==> src/rtl/led_scan_pkg.sv <==
// -----------------------------------------------------------------------------
// led_scan_pkg
// Shared types and helpers for the LED scan controller.
//   state_e     : scan FSM states (IDLE, DEAD, DRIVE)
//   CS_ALL_OFF  : all chip selects deasserted (active-low), sized for the
//                 widest supported bank count; users slice to NDIG bits
//   max_int     : larger of two integers
//   cnt_width   : counter width able to hold 0..n-1, never less than 1 bit
// -----------------------------------------------------------------------------
package led_scan_pkg;

    typedef enum logic [1:0] {
        IDLE  = 2'd0,
        DEAD  = 2'd1,
        DRIVE = 2'd2
    } state_e;

    localparam int MAX_DIG = 4;
    localparam logic [MAX_DIG-1:0] CS_ALL_OFF = '1;

    function automatic int max_int(input int a, input int b);
        return (a > b) ? a : b;
    endfunction

    function automatic int cnt_width(input int n);
        return (n <= 2) ? 1 : $clog2(n);
    endfunction

endpackage

==> src/rtl/led_scan_timer.sv <==
// -----------------------------------------------------------------------------
// led_scan_timer
// Loadable terminal counter used to time the DEAD and DRIVE phases.
//   ck_i     : clock, rising edge
//   rst_ni   : asynchronous active-low reset
//   clear_i  : force the count back to 0 on the next edge
//   last_i   : terminal count (phase length minus one)
//   done_o   : high during the final cycle of the phase; the count wraps to 0
//              on the edge that ends it, so back-to-back phases need no clear
// -----------------------------------------------------------------------------
module led_scan_timer #(
    parameter int CW = 2
) (
    input  logic          ck_i,
    input  logic          rst_ni,
    input  logic          clear_i,
    input  logic [CW-1:0] last_i,
    output logic          done_o
);

    logic [CW-1:0] cnt_q;
    logic [CW-1:0] cnt_d;

    assign done_o = (cnt_q == last_i);

    always_comb begin
        cnt_d = cnt_q + CW'(1);
        if (clear_i || done_o) begin
            cnt_d = '0;
        end
    end

    always_ff @(posedge ck_i or negedge rst_ni) begin
        if (!rst_ni) begin
            cnt_q <= '0;
        end else begin
            cnt_q <= cnt_d;
        end
    end

endmodule

==> src/rtl/led_scan_ctrl.sv <==
// -----------------------------------------------------------------------------
// led_scan_ctrl
// Time-multiplexes one 8-bit LED bus across NDIG banks with active-low chip
// selects. Patterns are written into a shadow table and copied to the active
// table only at the end of a frame, so a bank never shows a half-updated frame.
// Every bank is preceded by an all-off dead time; banks may blink per frame pair.
//   ck          : clock, rising edge
//   rst_n       : asynchronous active-low reset
//   enable      : 1 = scan, 0 = all banks off (returns to IDLE)
//   wr_en       : write request (valid)
//   wr_addr     : bank index for the write
//   wr_data     : pattern for bank wr_addr
//   wr_ready    : write accepted on a cycle with wr_en && wr_ready
//   blink_mask  : bit d set = bank d blinks
//   led         : shared pattern bus, active-high, registered
//   CS          : active-low one-hot bank select, registered
//   frame_done  : one-cycle pulse after the last bank of every frame
//   dbg_state   : current FSM state (state_e encoding)
//
// Write handshake: wr_en is the valid. A transfer happens on every rising edge
// where wr_en && wr_ready. wr_ready drops only for the single cycle in which
// the shadow table is committed; a requester that keeps wr_en high through that
// cycle is accepted on the following edge, so the write lands in the next frame.
// -----------------------------------------------------------------------------
module led_scan_ctrl
    import led_scan_pkg::*;
#(
    parameter int NDIG         = 3,
    parameter int SCAN_DIV     = 50000,
    parameter int DEAD_CYC     = 16,
    parameter int BLINK_FRAMES = 64
) (
    input  logic            ck,
    input  logic            rst_n,
    input  logic            enable,
    input  logic            wr_en,
    input  logic [1:0]      wr_addr,
    input  logic [7:0]      wr_data,
    output logic            wr_ready,
    input  logic [NDIG-1:0] blink_mask,
    output logic [7:0]      led,
    output logic [NDIG-1:0] CS,
    output logic            frame_done,
    output logic [1:0]      dbg_state
);

    localparam int CW = cnt_width(max_int(SCAN_DIV, DEAD_CYC));
    localparam int BW = cnt_width(BLINK_FRAMES);
    localparam logic [CW-1:0]   DRIVE_LAST = CW'(SCAN_DIV - 1);
    localparam logic [CW-1:0]   DEAD_LAST  = CW'(DEAD_CYC - 1);
    localparam logic [BW-1:0]   BLINK_LAST = BW'(BLINK_FRAMES - 1);
    localparam logic [1:0]      DIG_LAST   = 2'(NDIG - 1);
    localparam logic [NDIG-1:0] CS_OFF     = CS_ALL_OFF[NDIG-1:0];

    state_e          state_q;
    logic [1:0]      digit_q;
    logic [BW-1:0]   blink_cnt_q;
    logic            blink_phase_q;
    logic [7:0]      shadow_q [NDIG];
    logic [7:0]      active_q [NDIG];
    logic            dirty_q;

    logic            tmr_clear;
    logic [CW-1:0]   tmr_last;
    logic            tmr_done;
    logic            frame_end;
    logic            wr_fire;
    logic            wr_addr_ok;
    logic [7:0]      drive_led;
    logic [NDIG-1:0] drive_cs;

    // Counter is held at 0 while idle or disabled so the first DEAD phase
    // after enabling starts counting from a clean 0.
    assign tmr_clear = !enable || (state_q == IDLE);
    assign tmr_last  = (state_q == DRIVE) ? DRIVE_LAST : DEAD_LAST;

    led_scan_timer #(
        .CW (CW)
    ) u_timer (
        .ck_i    (ck),
        .rst_ni  (rst_n),
        .clear_i (tmr_clear),
        .last_i  (tmr_last),
        .done_o  (tmr_done)
    );

    // Final cycle of the last bank: this is also the table commit cycle.
    assign frame_end  = enable && (state_q == DRIVE) && (digit_q == DIG_LAST) && tmr_done;
    assign wr_ready   = !frame_end;
    assign wr_fire    = wr_en && wr_ready;
    assign wr_addr_ok = (int'(wr_addr) < NDIG);

    assign drive_led = (blink_mask[digit_q] && blink_phase_q) ? 8'h00 : active_q[digit_q];
    assign drive_cs  = ~(NDIG'(1) << digit_q);

    assign dbg_state = state_q;

    // Pattern tables. Commit and write can never coincide because wr_ready is
    // low in the commit cycle.
    always_ff @(posedge ck or negedge rst_n) begin
        if (!rst_n) begin
            for (int i = 0; i < NDIG; i++) begin
                shadow_q[i] <= 8'h00;
                active_q[i] <= 8'h00;
            end
            dirty_q <= 1'b0;
        end else if (frame_end) begin
            if (dirty_q) begin
                for (int i = 0; i < NDIG; i++) begin
                    active_q[i] <= shadow_q[i];
                end
            end
            dirty_q <= 1'b0;
        end else if (wr_fire && wr_addr_ok) begin
            shadow_q[wr_addr] <= wr_data;
            dirty_q           <= 1'b1;
        end
    end

    // Scan FSM with registered led/CS/frame_done, plus frame-level blink counting.
    always_ff @(posedge ck or negedge rst_n) begin
        if (!rst_n) begin
            state_q       <= IDLE;
            digit_q       <= 2'd0;
            led           <= 8'h00;
            CS            <= CS_OFF;
            frame_done    <= 1'b0;
            blink_cnt_q   <= '0;
            blink_phase_q <= 1'b0;
        end else if (!enable) begin
            state_q    <= IDLE;
            digit_q    <= 2'd0;
            led        <= 8'h00;
            CS         <= CS_OFF;
            frame_done <= 1'b0;
        end else begin
            frame_done <= 1'b0;
            case (state_q)
                IDLE: begin
                    state_q <= DEAD;
                    led     <= 8'h00;
                    CS      <= CS_OFF;
                end
                DEAD: begin
                    if (tmr_done) begin
                        state_q <= DRIVE;
                        led     <= drive_led;
                        CS      <= drive_cs;
                    end else begin
                        led <= 8'h00;
                        CS  <= CS_OFF;
                    end
                end
                DRIVE: begin
                    if (tmr_done) begin
                        state_q <= DEAD;
                        led     <= 8'h00;
                        CS      <= CS_OFF;
                        if (digit_q == DIG_LAST) begin
                            digit_q    <= 2'd0;
                            frame_done <= 1'b1;
                            if (blink_cnt_q == BLINK_LAST) begin
                                blink_cnt_q   <= '0;
                                blink_phase_q <= !blink_phase_q;
                            end else begin
                                blink_cnt_q <= blink_cnt_q + BW'(1);
                            end
                        end else begin
                            digit_q <= digit_q + 2'd1;
                        end
                    end else begin
                        // blink_mask is re-sampled every drive cycle
                        led <= drive_led;
                        CS  <= drive_cs;
                    end
                end
                default: begin
                    state_q <= IDLE;
                    led     <= 8'h00;
                    CS      <= CS_OFF;
                end
            endcase
        end
    end

endmodule

==> config.mk <==
export PLATFORM = sky130hd
export DESIGN_NAME = led_scan_ctrl
export DESIGN_NICKNAME = d
export VERILOG_FILES = /design/src/rtl/led_scan_pkg.sv /design/src/rtl/led_scan_timer.sv /design/src/rtl/led_scan_ctrl.sv
export SDC_FILE = /design/constraint.sdc
export NUM_CORES = 1
export LEC_CHECK = 0
export CAP_MARGIN = 40
export CORE_MARGIN = 10
export CORE_UTILIZATION = 34
export DETAILED_ROUTE_END_ITERATION = 10
export PLACE_DENSITY = 0.49
export SYNTH_ARGS = -nofsm -noshare
export SYNTH_HDL_FRONTEND = slang
export SYNTH_SLANG_ARGS = --single-unit
==> constraint.sdc <==
create_clock -name ck -period 3.2 [get_ports ck]
set_input_delay 0.32 -clock ck [delete_from_list [all_inputs] [get_ports ck]]
set_output_delay 0.32 -clock ck [all_outputs]
set_load 0.1 [all_outputs]
==> results of run 1 <==
==> Yosys cell counts (2+ instances only) <==
master / instances / area (µm²)
dfrtp_1: 85 / 2130
mux2_2: 46 / 518
nand2_1: 29 / 109
nor2_1: 23 / 86.3
o21ai_0: 14 / 70.1
and2_1: 13 / 81.3
xnor2_1: 10 / 87.6
and3_1: 9 / 56.3
mux2i_1: 9 / 90.1
nand3_1: 8 / 40.0
xor2_1: 8 / 70.1
ha_1: 6 / 75.1
buf_6: 5 / 56.3
clkbuf_1: 5 / 18.8
inv_1: 5 / 18.8
nand4_1: 5 / 31.3
nor3_1: 5 / 25.0
nor2b_1: 4 / 25.0
a221oi_1: 3 / 26.3
dfstp_2: 3 / 78.8
mux2_1: 3 / 33.8
nor4_1: 3 / 18.8
a21boi_0: 2 / 15.0
a21oi_1: 2 / 10.0
and4_1: 2 / 17.5
==> state kept, by name (all words and copies together), names as in the netlist <==
signal and flops:
digit_q 2, blink_phase_q 1, shadow_q 24, blink_cnt_q 6, CS 3, u_timer.cnt_q 16
frame_done 1, active_q 24, led 8, dirty_q 1, dbg_state 2
==> critical path: cells and delay by family, from the launching register on <==
kind / cells / cell delay, ns
buffers and inverters: 2 / 0.22
adders and majority gates: 1 / 0.25
muxes: 1 / 0.45
and+or+nand+nor: 3 / 1.06
DFF: 1 / 0.43
==> per-stage QoR <==
step / setup WS (ns) / hold WS (ns) / area, µm²
after floorplan: 0.231 / 0.0244 / 3940
after global placement: 0.651 / 0.437 / 4370
after detailed placement: 0.646 / 0.435 / 4540
after CTS: 0.638 / 0.0643 / 4850
after global routing: 0.475 / 0.0951 / 4850
final: 0.665 / 0.0364 / 4850
==> cell type report <==
cell class / instances / area (µm²) / share of cell area, %
clock inverters: 4 / 52.6 / 1.08
multi-input cells: 219 / 1630 / 33.6
repair buffers: 46 / 505 / 10.4
well taps: 143 / 179 / 3.69
inverters: 6 / 22.5 / 0.464
flip-flops and latches: 88 / 2210 / 45.5
clock buffers: 11 / 253 / 5.21
==> cells by family after synthesis <==
| logic type | synth area share [%] |
|---|---|
| simple gates | 15.3 |
| compound gates | 3.93 |
| buf+inv | 2.70 |
| xor+xnor | 4.00 |
| flops | 55.9 |
| fa+ha+maj | 1.90 |
| mux | 16.3 |
==> power breakdown <==
group          internal, µW  leakage, µW  total [µW]  switching (µW)
combinational           203     0.000828         555             351
clock                   646     0.000152        1070             419
sequential             1210      0.00116        1260            49.4
total                  2060      0.00214        2880             820
==> worst max-delay path by stage <==
stage,start,endpoint,slack [ns],cells after the start
after detailed placement,u_timer.cnt_q[0],shadow_q[21],0.65,6
after global routing,dbg_state[0],active_q[15],0.47,7
after CTS,u_timer.cnt_q[0],shadow_q[21],0.64,6
final,dbg_state[0],active_q[14],0.66,7
after floorplan,dbg_state[0],shadow_q[0],0.23,10
after global placement,u_timer.cnt_q[0],shadow_q[22],0.65,6
==> layer usage <==
metal,up-vias,wire [µm]
li1,1216,-
met1,1218,3810
met2,41,3790
met3,7,319
met4,0,78
met5,-,0
==> parameters.txt, run 1 <==
Parameter                              Value

GRT
  Met3 capacity usage during global routing ... between 3 and 4%
  Tot GR Track Use ... 10.3%
  Met1 usage ... 13.1%
  Pin count of the biggest net entering global routing ... 59
  Initial antenna violation count ... 0
  Global-route wire length before repair ... 13300 µm
  Met2 Usage GRT ... 15.9%
  Total overflow reported by the global router ... 0
  Number of global-route vias before repair ... 2586
  GRT Max-Usage Layer ... met2

CTS
  Count of cells resized by post-cts repair ... 0
  TritonCTS clock tree ... built
  Hold buffer count at CTS ... 0
  H-tree levels ... 3
  Insertion delay to the later sink of the worst-skew pair ... roughly 0.33 ns
  Longest Clk Path Bufs ... 2
  Sinks on the clock net ... around 90
  Buffer cell driving the clock tree root ... clkbuf_16
  Post-CTS clock slew at the launch and capture registers of the worst setup and hold paths ... roughly 0.060 ns
  Post-CTS setup buffer count ... 0
  Number of buffers inserted during clock tree synthesis ... 9

Setup path
  Master of the slowest instance on the critical path ... mux2_1
  Category of the most critical setup path ... flip-flop to flip-flop
  Register-to-Register Path Depth ... 7
  Required time of the critical path ... 3.42 ns
  Maximum fanout encountered on the critical timing path ... 24
  Capturing point of the worst reg2reg path ... active_q[14]
  WP data arrival ... 2.75 ns
  Endpoint class of the critical path ... flip-flop
  Register-to-register setup slack ... ~0.66 ns
  Startpoint types ... flip-flop
  Cells traversed along the worst timing path ... inv_1 > ha_1 > inv_1 > nor3_2 > and4_4 > nand2_2 > mux2_1
  Most repeated library cell on the critical path ... inv_1
  CP max stage delay ... 0.45 ns
  Reg-to-reg startpoint ... dbg_state[0]

Final layout
  Highest-count cells in the layout ignoring fill and taps ... 85 x dfrtp_1, 46 x mux2_2, 29 x nand2_1, 26 x clkdlybuf4s50_1, 23 x nor2_1
  Ratio of cells with drive above 1 in the final layout ... 24.3%
  Filler instances ... around 1.1k
  Antenna diode count ... 0
  Final core occ ... between 40% and 50%
  Most frequent standard cell in the layout excluding fill and tap cells ... dfrtp_1
  Final std cells w/o fill ... 517
  Area growth from synthesis to layout ... 23.0%
  Final Net Count ... 393

STA
  Ratio of final minimum period to clock period ... 79.2%
  Final-report hold violation count ... 0
  Setup clock skew after layout ... 0.00741 ns
  Worst slew slack as a fraction of its limit ... 50.2%
  Max-slew violations ... 0
  Number of failing setup endpoints in the final timing report ... 0
  Period minus WS final ... 2.54 ns
  Worst slew pin tran ... 0.747 ns
  Unrepaired setup endpoints after global routing ... false
  FMAX ... 394 MHz
  Accumulated negative setup slack ... 0 ns

Place
  Number of I/O port buffers ... 31
  Final weighted congestion in routability-driven placement ... 0.779
  Final HPWL DP ... about 5500 µm
  Cell Count Post-Placement ... approximately 500

Route
  Detailed Route Iter0 Violations ... about 200
  Routed wire per std cell ... between 15 and 20 µm
  Overall routed net length ... 8000 µm
  Per-cell via count in the routed design ... 4.80
  Count of antenna-violating nets left after detailed routing ... 0
  Number of vias after detailed routing ... 2482
  Number of search-and-repair iterations in the first detailed-routing pass ... 4
  Detailed-route DRC error count ... 0

Logic synthesis
  Most instantiated flip-flop cell in the synthesis netlist ... dfrtp_1
  Number of warning messages in the yosys log ... 0
  Share of flip-flops with an asynchronous set or reset ... 100%
  Nets in the synthesized netlist ... approximately 350
  EDFF count, synth ... 0
  Number of distinct library cells after synthesis ... 43
  Area of the mapped netlist ... 3940 µm²
  Count of state elements after synthesis ... 88
  Mean post-synth cell area ... 12.1 µm²
  Sequential share of the synthesized area ... 55.9%
  Synthesized instance count ... about 330

Job
  Maximum capacitance violations ... 0

Floorplan
  Num rows ... 39
  I/O pin cnt ... 32
  Horiz. Die Dim ... 128 µm
  Std-Cell Core Area ... approximately 11000 µm²
  Die height ... 128 µm
  Total die area ... 16300 µm²
  Initial Util ... 34.7%

Pwr
  Overall power of the completed layout ... 2880 µW
  Maximum VDD drop ... ~0.75 mV
  Leakage component of the power ... 0.00214 µW
  Ratio of total power to cell area ... 594 nW/µm²

Worst hold path
  Worst hold path type ... primary input to asynchronous set/reset pin

Status
  Status ... finished, final reports clean
Power figures use the tool's default switching activity.
==> run 2, diff against run 1 <==
- PLACE_DENSITY: 0.49 -> 0.51
- clock period: 3.2 -> 2.2 ns (I/O delays scaled with it)
==> run 2 against run 1 <==
Sequential share of layout area decreased by 0.91 points. Wire length is 6.7% higher. Clock power grew 47%. Combinational power increased by 56%. Clock-buffer cell count is 1 lower. Clock skew grew 0.0012 ns. Sequential cell count is the same. Final cell count up 2.5%. Die area did not move. Hold slack better by 0.36 ns. Total power increased by 48%. Register-to-register slack lost 0.58 ns.
==> parameters.txt, run 2 (synthesis results as in run 1) <==
Parameter                              Value

STA
  FMAX ... between 400 and 500 MHz
  Number of failing setup endpoints in the final timing report ... 0 (unchanged)
  Max-slew violations ... 0 (unchanged)
  Final-report hold violation count ... 0 (unchanged)
  Ratio of final minimum period to clock period ... 96.0%
  Unrepaired setup endpoints after global routing ... false
  Worst slew pin tran ... 0.534 ns (-0.213 ns)
  Setup clock skew after layout ... 0.00857 ns (+0.00116 ns)
  Slack of the critical path ... 0.0884 ns (-0.577 ns)
  Worst slew slack as a fraction of its limit ... 64.4% (+14 points)
  Period minus WS final ... between 2 and 2.5 ns

Final layout
  Final core occ ... 43.7% (+1.0 points)
  Largest registers ... active_q: 24 flops, shadow_q: 24 flops, u_timer.cnt_q: 16 flops
  Antenna diode count ... 0 (unchanged)
  Ratio of cells with drive above 1 in the final layout ... 31.8% (+7.5 points)
  Most frequent standard cell in the layout excluding fill and tap cells ... dfrtp_1
  Highest-count cells in the layout ignoring fill and taps ... 83 x dfrtp_1, 45 x mux2_2, 35 x buf_4, 28 x nand2_1, 23 x nor2_1
  Area growth from synthesis to layout ... 25.9%
  Final Net Count ... 405 (+3.1%)

Route
  Number of vias after detailed routing ... 2575 (+3.7%)
  Routed wire per std cell ... 16.1 µm (+4.1%)
  Detailed Route Iter0 Violations ... 117 (-41%)
  Detailed-route DRC error count ... 0 (unchanged)
  Number of search-and-repair iterations in the first detailed-routing pass ... 4 (unchanged)
  Per-cell via count in the routed design ... 4.86 (+1.2%)
  Overall routed net length ... 8530 µm (+6.7%)
  Count of antenna-violating nets left after detailed routing ... 0 (unchanged)

CTS
  Count of cells resized by post-cts repair ... 0 (unchanged)
  Post-CTS clock slew at the launch and capture registers of the worst setup and hold paths ... 0.06 ns (about the same)
  Insertion delay to the later sink of the worst-skew pair ... 0.35 ns (+0.02 ns)
  Sinks on the clock net ... 88 (unchanged)
  Longest Clk Path Bufs ... 2 (unchanged)
  Buffer cell driving the clock tree root ... clkbuf_16
  Number of buffers inserted during clock tree synthesis ... 9 (unchanged)
  H-tree levels ... 3 (unchanged)
  TritonCTS clock tree ... built

Floorplan
  Horiz. Die Dim ... 128 µm (unchanged)
  Std-Cell Core Area ... 11400 µm² (unchanged)
  Die height ... 128 µm (unchanged)
  Total die area ... 16300 µm² (unchanged)
  I/O pin cnt ... 32 (unchanged)
  Num rows ... 39 (unchanged)
  Initial Util ... 34.7% (unchanged)

Setup path
  WP buf/inv ... 3 (+1)
  Reg-to-reg startpoint ... dbg_state[0]
  Maximum fanout encountered on the critical timing path ... 4 (-83%)
  WP data arrival ... 1.89 ns (-0.86 ns)
  Startpoint types ... flip-flop
  Most repeated library cell on the critical path ... and3_4
  Cells traversed along the worst timing path ... ha_2 > and3_4 > and3_4 > nand2_2 > nor2_4 > inv_8 > buf_4 > buf_12
  CP max stage delay ... 0.38 ns (-0.07 ns)
  Category of the most critical setup path ... flip-flop to output port
  Category of cells accounting for the largest share of critical-path delay ... simple AND/OR/NAND/NOR gates
  Register-to-Register Path Depth ... 9 (+2)
  Required time of the critical path ... 1.98 ns (-1.44 ns)
  Cell depth of the worst setup path ... 8 (+1)
  Endpoint class of the critical path ... output port
  Master of the slowest instance on the critical path ... dfrtp_1
  Launching instance or port of the critical path ... u_timer.cnt_q[0]

GRT
  Number of global-route vias before repair ... 2796 (+8.1%)
  Tot GR Track Use ... 11.1% (+0.85 points)
  Total overflow reported by the global router ... 0 (unchanged)
  Initial antenna violation count ... 0 (unchanged)
  Global-route wire length before repair ... 14200 µm (+7.2%)
  Pin count of the biggest net entering global routing ... 41 (-31%)

Pwr
  Leakage component of the power ... 0.00224 µW (+4.5%)
  Maximum VDD drop ... 0.585 mV (-22%)
  Ratio of total power to cell area ... 861 nW/µm² (+45%)

Place
  Final HPWL DP ... 5830 µm (+6.8%)
  Final weighted congestion in routability-driven placement ... 0.772 (-1.0%)
  Number of I/O port buffers ... 31 (unchanged)
  Worst setup slack before clock tree synthesis ... 0.0804 ns (-0.566 ns)

Job
  Maximum capacitance violations ... 0 (unchanged)

Status
  Status ... finished, final reports clean

Worst hold path
  Worst hold path type ... primary input to asynchronous set/reset pin
run 2: final cells by class:
cell class,instances,area (µm²)
multi-input combinational,219,1670
clock buffer,10,239
clock inverter,6,65.1
tap,143,179
inverter,6,32.5
timing repair buffer,58,563
fill,1070,6400
sequential,88,2210
run 2: worst reg2reg max path: stages, from the launching register on:
cell,delay [ns]
dfrtp_4,0.49
inv_4,0.07
ha_4,0.13
inv_2,0.06
nor3_4,0.18
buf_4,0.16
and4_4,0.32
nand2_2,0.10
buf_12,0.17
mux2_1,0.32
run 2: per-layer routing:
metal | track usage [%] | vias to the layer above | routed length, µm
met3 | 4.05 | 11 | 354
met2 | 18.0 | 52 | 4150
li1 | - | 1244 | -
met1 | 13.3 | 1268 | 3910
met5 | 0 | - | 0
met4 | 3.71 | 0 | 119
run 2: final timing paths:
path | to | slack (ns)
hold reg to reg | blink_cnt_q[5] | 0.47
setup reg to reg | active_q[14] | 0.09
hold / removal | u_timer.cnt_q[7] | 0.40
min in group ck | blink_cnt_q[5] | 0.47
setup / recovery | wr_ready | 0.09
max in group asynchronous | active_q[8] | 1.16
run 2: per-stage QoR:
step / cells / hold slack (ns) / power [µW] / area, µm² / TNS (ns)
6_report: 530 / 0.400 / 4270 / 4970 / 0
3_5_place_dp: 505 / 0.249 / 2710 / 4590 / 0
3_3_place_gp: 505 / 0.252 / 2690 / 4590 / 0
4_1_cts: 527 / 0.418 / 4330 / 4940 / 0
5_1_grt: 530 / 0.448 / 4480 / 4970 / 0
2_1_floorplan: 325 / -0.0756 / 2430 / 4000 / -0.373
run 2: timing repair:
| item | 4_1_cts | 5_1_grt |
|---|---|---|
| hold endpoints to repair | 35 | 0 |
| setup buffers | 5 | 3 |
| pin swaps | 4 | 2 |
| hold buffers | 1 | 0 |
| endpoints found under the setup margin | 1 | 4 |
run 2: power breakdown:
part	switching, µW	internal, µW
Clock	651	915
Sequential	73.0	1770
Combinational	539	327
==> run 3, diff against run 2 <==
- MAX_ROUTING_LAYER: default -> met4
==> run 3 against run 2 <==
Sequential power about the same. Largest power group unchanged. Setup slack worse by 0.0016 ns. First-iteration DRC count up 9.4%. Final cell count unchanged. Global-route usage up 0.32 points. Clock power about the same. Non-clock buffer count unchanged. Combinational power about the same. Clock-buffer cell count unchanged. Critical path type unchanged.
==> parameters.txt, run 3 (synthesis results as in run 1) <==
Parameter                              Value

Place
  Placed instance area ... 4590 µm² (unchanged)
  Number of I/O port buffers ... 31 (unchanged)
  Cell Count Post-Placement ... 505 (unchanged)
  Worst setup slack before clock tree synthesis ... 0.0804 ns (unchanged)
  Final weighted congestion in routability-driven placement ... 0.782 (+1.3%)
  Final HPWL DP ... 5830 µm (unchanged)

Route
  Routed wire per std cell ... 16.1 µm (-0.19%)
  Number of search-and-repair iterations in the first detailed-routing pass ... 4 (unchanged)
  Count of antenna-violating nets left after detailed routing ... 0 (unchanged)
  Per-cell via count in the routed design ... 4.84 (-0.35%)
  Overall routed net length ... 8510 µm (-0.19%)
  Number of vias after detailed routing ... 2566 (-0.35%)
  Detailed Route Iter0 Violations ... 128 (+9.4%)
  Detailed-route DRC error count ... 0 (unchanged)

Setup path
  Most repeated library cell on the critical path ... and3_4
  Required time of the critical path ... 1.98 ns (about the same)
  Master of the slowest instance on the critical path ... dfrtp_1
  Startpoint types ... flip-flop
  Cells traversed along the worst timing path ... ha_2 > and3_4 > and3_4 > nand2_2 > nor2_4 > inv_8 > buf_4 > buf_12
  Maximum fanout encountered on the critical timing path ... 4 (unchanged)
  Endpoint class of the critical path ... output port
  WP data arrival ... 1.89 ns (about the same)
  Category of the most critical setup path ... flip-flop to output port
  CP max stage delay ... 0.38 ns (about the same)

Final layout
  Filler instances ... 1070 (unchanged)
  Final std cells w/o fill ... 530 (unchanged)
  Ratio of cells with drive above 1 in the final layout ... 31.8% (unchanged)
  Antenna diode count ... 0 (unchanged)
  Area growth from synthesis to layout ... 25.9% (unchanged)
  Design Area, Final ... 4970 µm² (unchanged)
  Most frequent standard cell in the layout excluding fill and tap cells ... dfrtp_1
  Largest registers ... active_q: 24 flops, shadow_q: 24 flops, u_timer.cnt_q: 16 flops
  Highest-count cells in the layout ignoring fill and taps ... 83 x dfrtp_1, 45 x mux2_2, 35 x buf_4, 28 x nand2_1, 23 x nor2_1
  Final Net Count ... 405 (unchanged)

STA
  Hold_ws ... 0.401 ns (+0.00134 ns)
  FMAX ... 473 MHz (about the same)
  Worst slew pin tran ... 0.538 ns (+0.00455 ns)
  Worst slew slack as a fraction of its limit ... 64.1% (-0.30 points)
  Final-report hold violation count ... 0 (unchanged)
  Slack of the critical path ... 0.0868 ns (-0.00156 ns)
  Accumulated negative setup slack ... 0 ns (unchanged)
  Period minus WS final ... 2.11 ns (+0.00156 ns)
  Number of failing setup endpoints in the final timing report ... 0 (unchanged)
  Setup clock skew after layout ... 0.00832 ns (-0.000251 ns)
  Max-slew violations ... 0 (unchanged)
  Unrepaired setup endpoints after global routing ... false
  Ratio of final minimum period to clock period ... 96.1% (about the same)

Floorplan
  Num rows ... 39 (unchanged)
  Std-Cell Core Area ... 11400 µm² (unchanged)
  Total die area ... 16300 µm² (unchanged)
  Initial Util ... 34.7% (unchanged)
  Horiz. Die Dim ... 128 µm (unchanged)
  I/O pin cnt ... 32 (unchanged)
  Die height ... 128 µm (unchanged)

CTS
  TritonCTS clock tree ... built
  Number of buffers inserted during clock tree synthesis ... 9 (unchanged)
  Longest Clk Path Bufs ... 2 (unchanged)
  Sinks on the clock net ... 88 (unchanged)
  Insertion delay to the later sink of the worst-skew pair ... 0.35 ns (about the same)
  H-tree levels ... 3 (unchanged)
  Post-CTS clock slew at the launch and capture registers of the worst setup and hold paths ... 0.06 ns (about the same)
  Buffer cell driving the clock tree root ... clkbuf_16

GRT
  Global-route wire length before repair ... 14300 µm (+0.30%)
  Number of global-route vias before repair ... 2793 (-0.11%)
  Tot GR Track Use ... 11.4% (+0.32 points)
  Initial antenna violation count ... 0 (unchanged)
  Total overflow reported by the global router ... 0 (unchanged)
  Pin count of the biggest net entering global routing ... 41 (unchanged)

Pwr
  Maximum VDD drop ... 0.585 mV (about the same)
  Leakage component of the power ... 0.00224 µW (unchanged)
  Ratio of total power to cell area ... 861 nW/µm² (about the same)

Job
  Maximum capacitance violations ... 0 (unchanged)

Worst hold path
  Worst hold path type ... primary input to asynchronous set/reset pin

Status
  Status ... finished, final reports clean
run 3: cell counts in the layout (fill, tap and decap cells not counted):
Identical to the previous run, type by type.
run 3: final timing paths:
kind / from / endpoint / slack, ns / cells after the start
max: u_timer.cnt_q[0] / wr_ready / 0.09 / 8
min: rst_n / u_timer.cnt_q[7] / 0.40 / 2
min reg2reg: blink_cnt_q[5] / blink_cnt_q[5] / 0.47 / 1
min in group ck: blink_cnt_q[5] / blink_cnt_q[5] / 0.47 / 1
max in group asynchronous: rst_n / shadow_q[18] / 1.15 / 3
max reg2reg: dbg_state[0] / active_q[14] / 0.10 / 9
run 3: per-layer routing:
layer  vias up  wire [µm]  GRT usage [%]
li1       1241          -              -
met1      1271       3970           13.5
met2        45       4120           18.0
met3         9        299           3.76
met4         0        116           3.71
met5         -          0              -
run 3: where the power goes:
| part | switching [µW] | internal [µW] |
|---|---|---|
| registers | 72.8 | 1770 |
| logic | 537 | 326 |
| clock network | 653 | 915 |
| total | 1260 | 3010 |
run 3: area by class of cell:
type                            instances  area [µm²]  share of cell area, %
Sequential cell                        88        2210                   44.6
Multi-Input combinational cell        219        1670                   33.7
Timing Repair Buffer                   58         563                   11.3
Clock buffer                           10         239                   4.81
Tap cell                              143         179                   3.60
Clock inverter                          6        65.1                   1.31
Inverter                                6        32.5                  0.655
run 3: critical path, delay by kind of cell (launching register included):
kind | cells | cell delay (ns)
adder cells (fa/ha/maj) | 1 | 0.22
buffers and inverters | 3 | 0.33
flip-flops | 1 | 0.38
AND/OR/NAND/NOR | 4 | 0.61
run 3: through the flow:
step	total power [µW]	util (%)
floorplan	2430	-
global placement	2690	40.4
detailed placement	2710	40.4
CTS	4330	43.5
global route	4480	43.7
finish	4270	43.7
run 3: what timing repair did:
item	4_1_cts	5_1_grt
setup endpoints to repair	1	4
buffers inserted	5	3
pin swaps	4	2
hold buffers	1	0
hold endpoints to repair	35	0
resized for setup	0	0
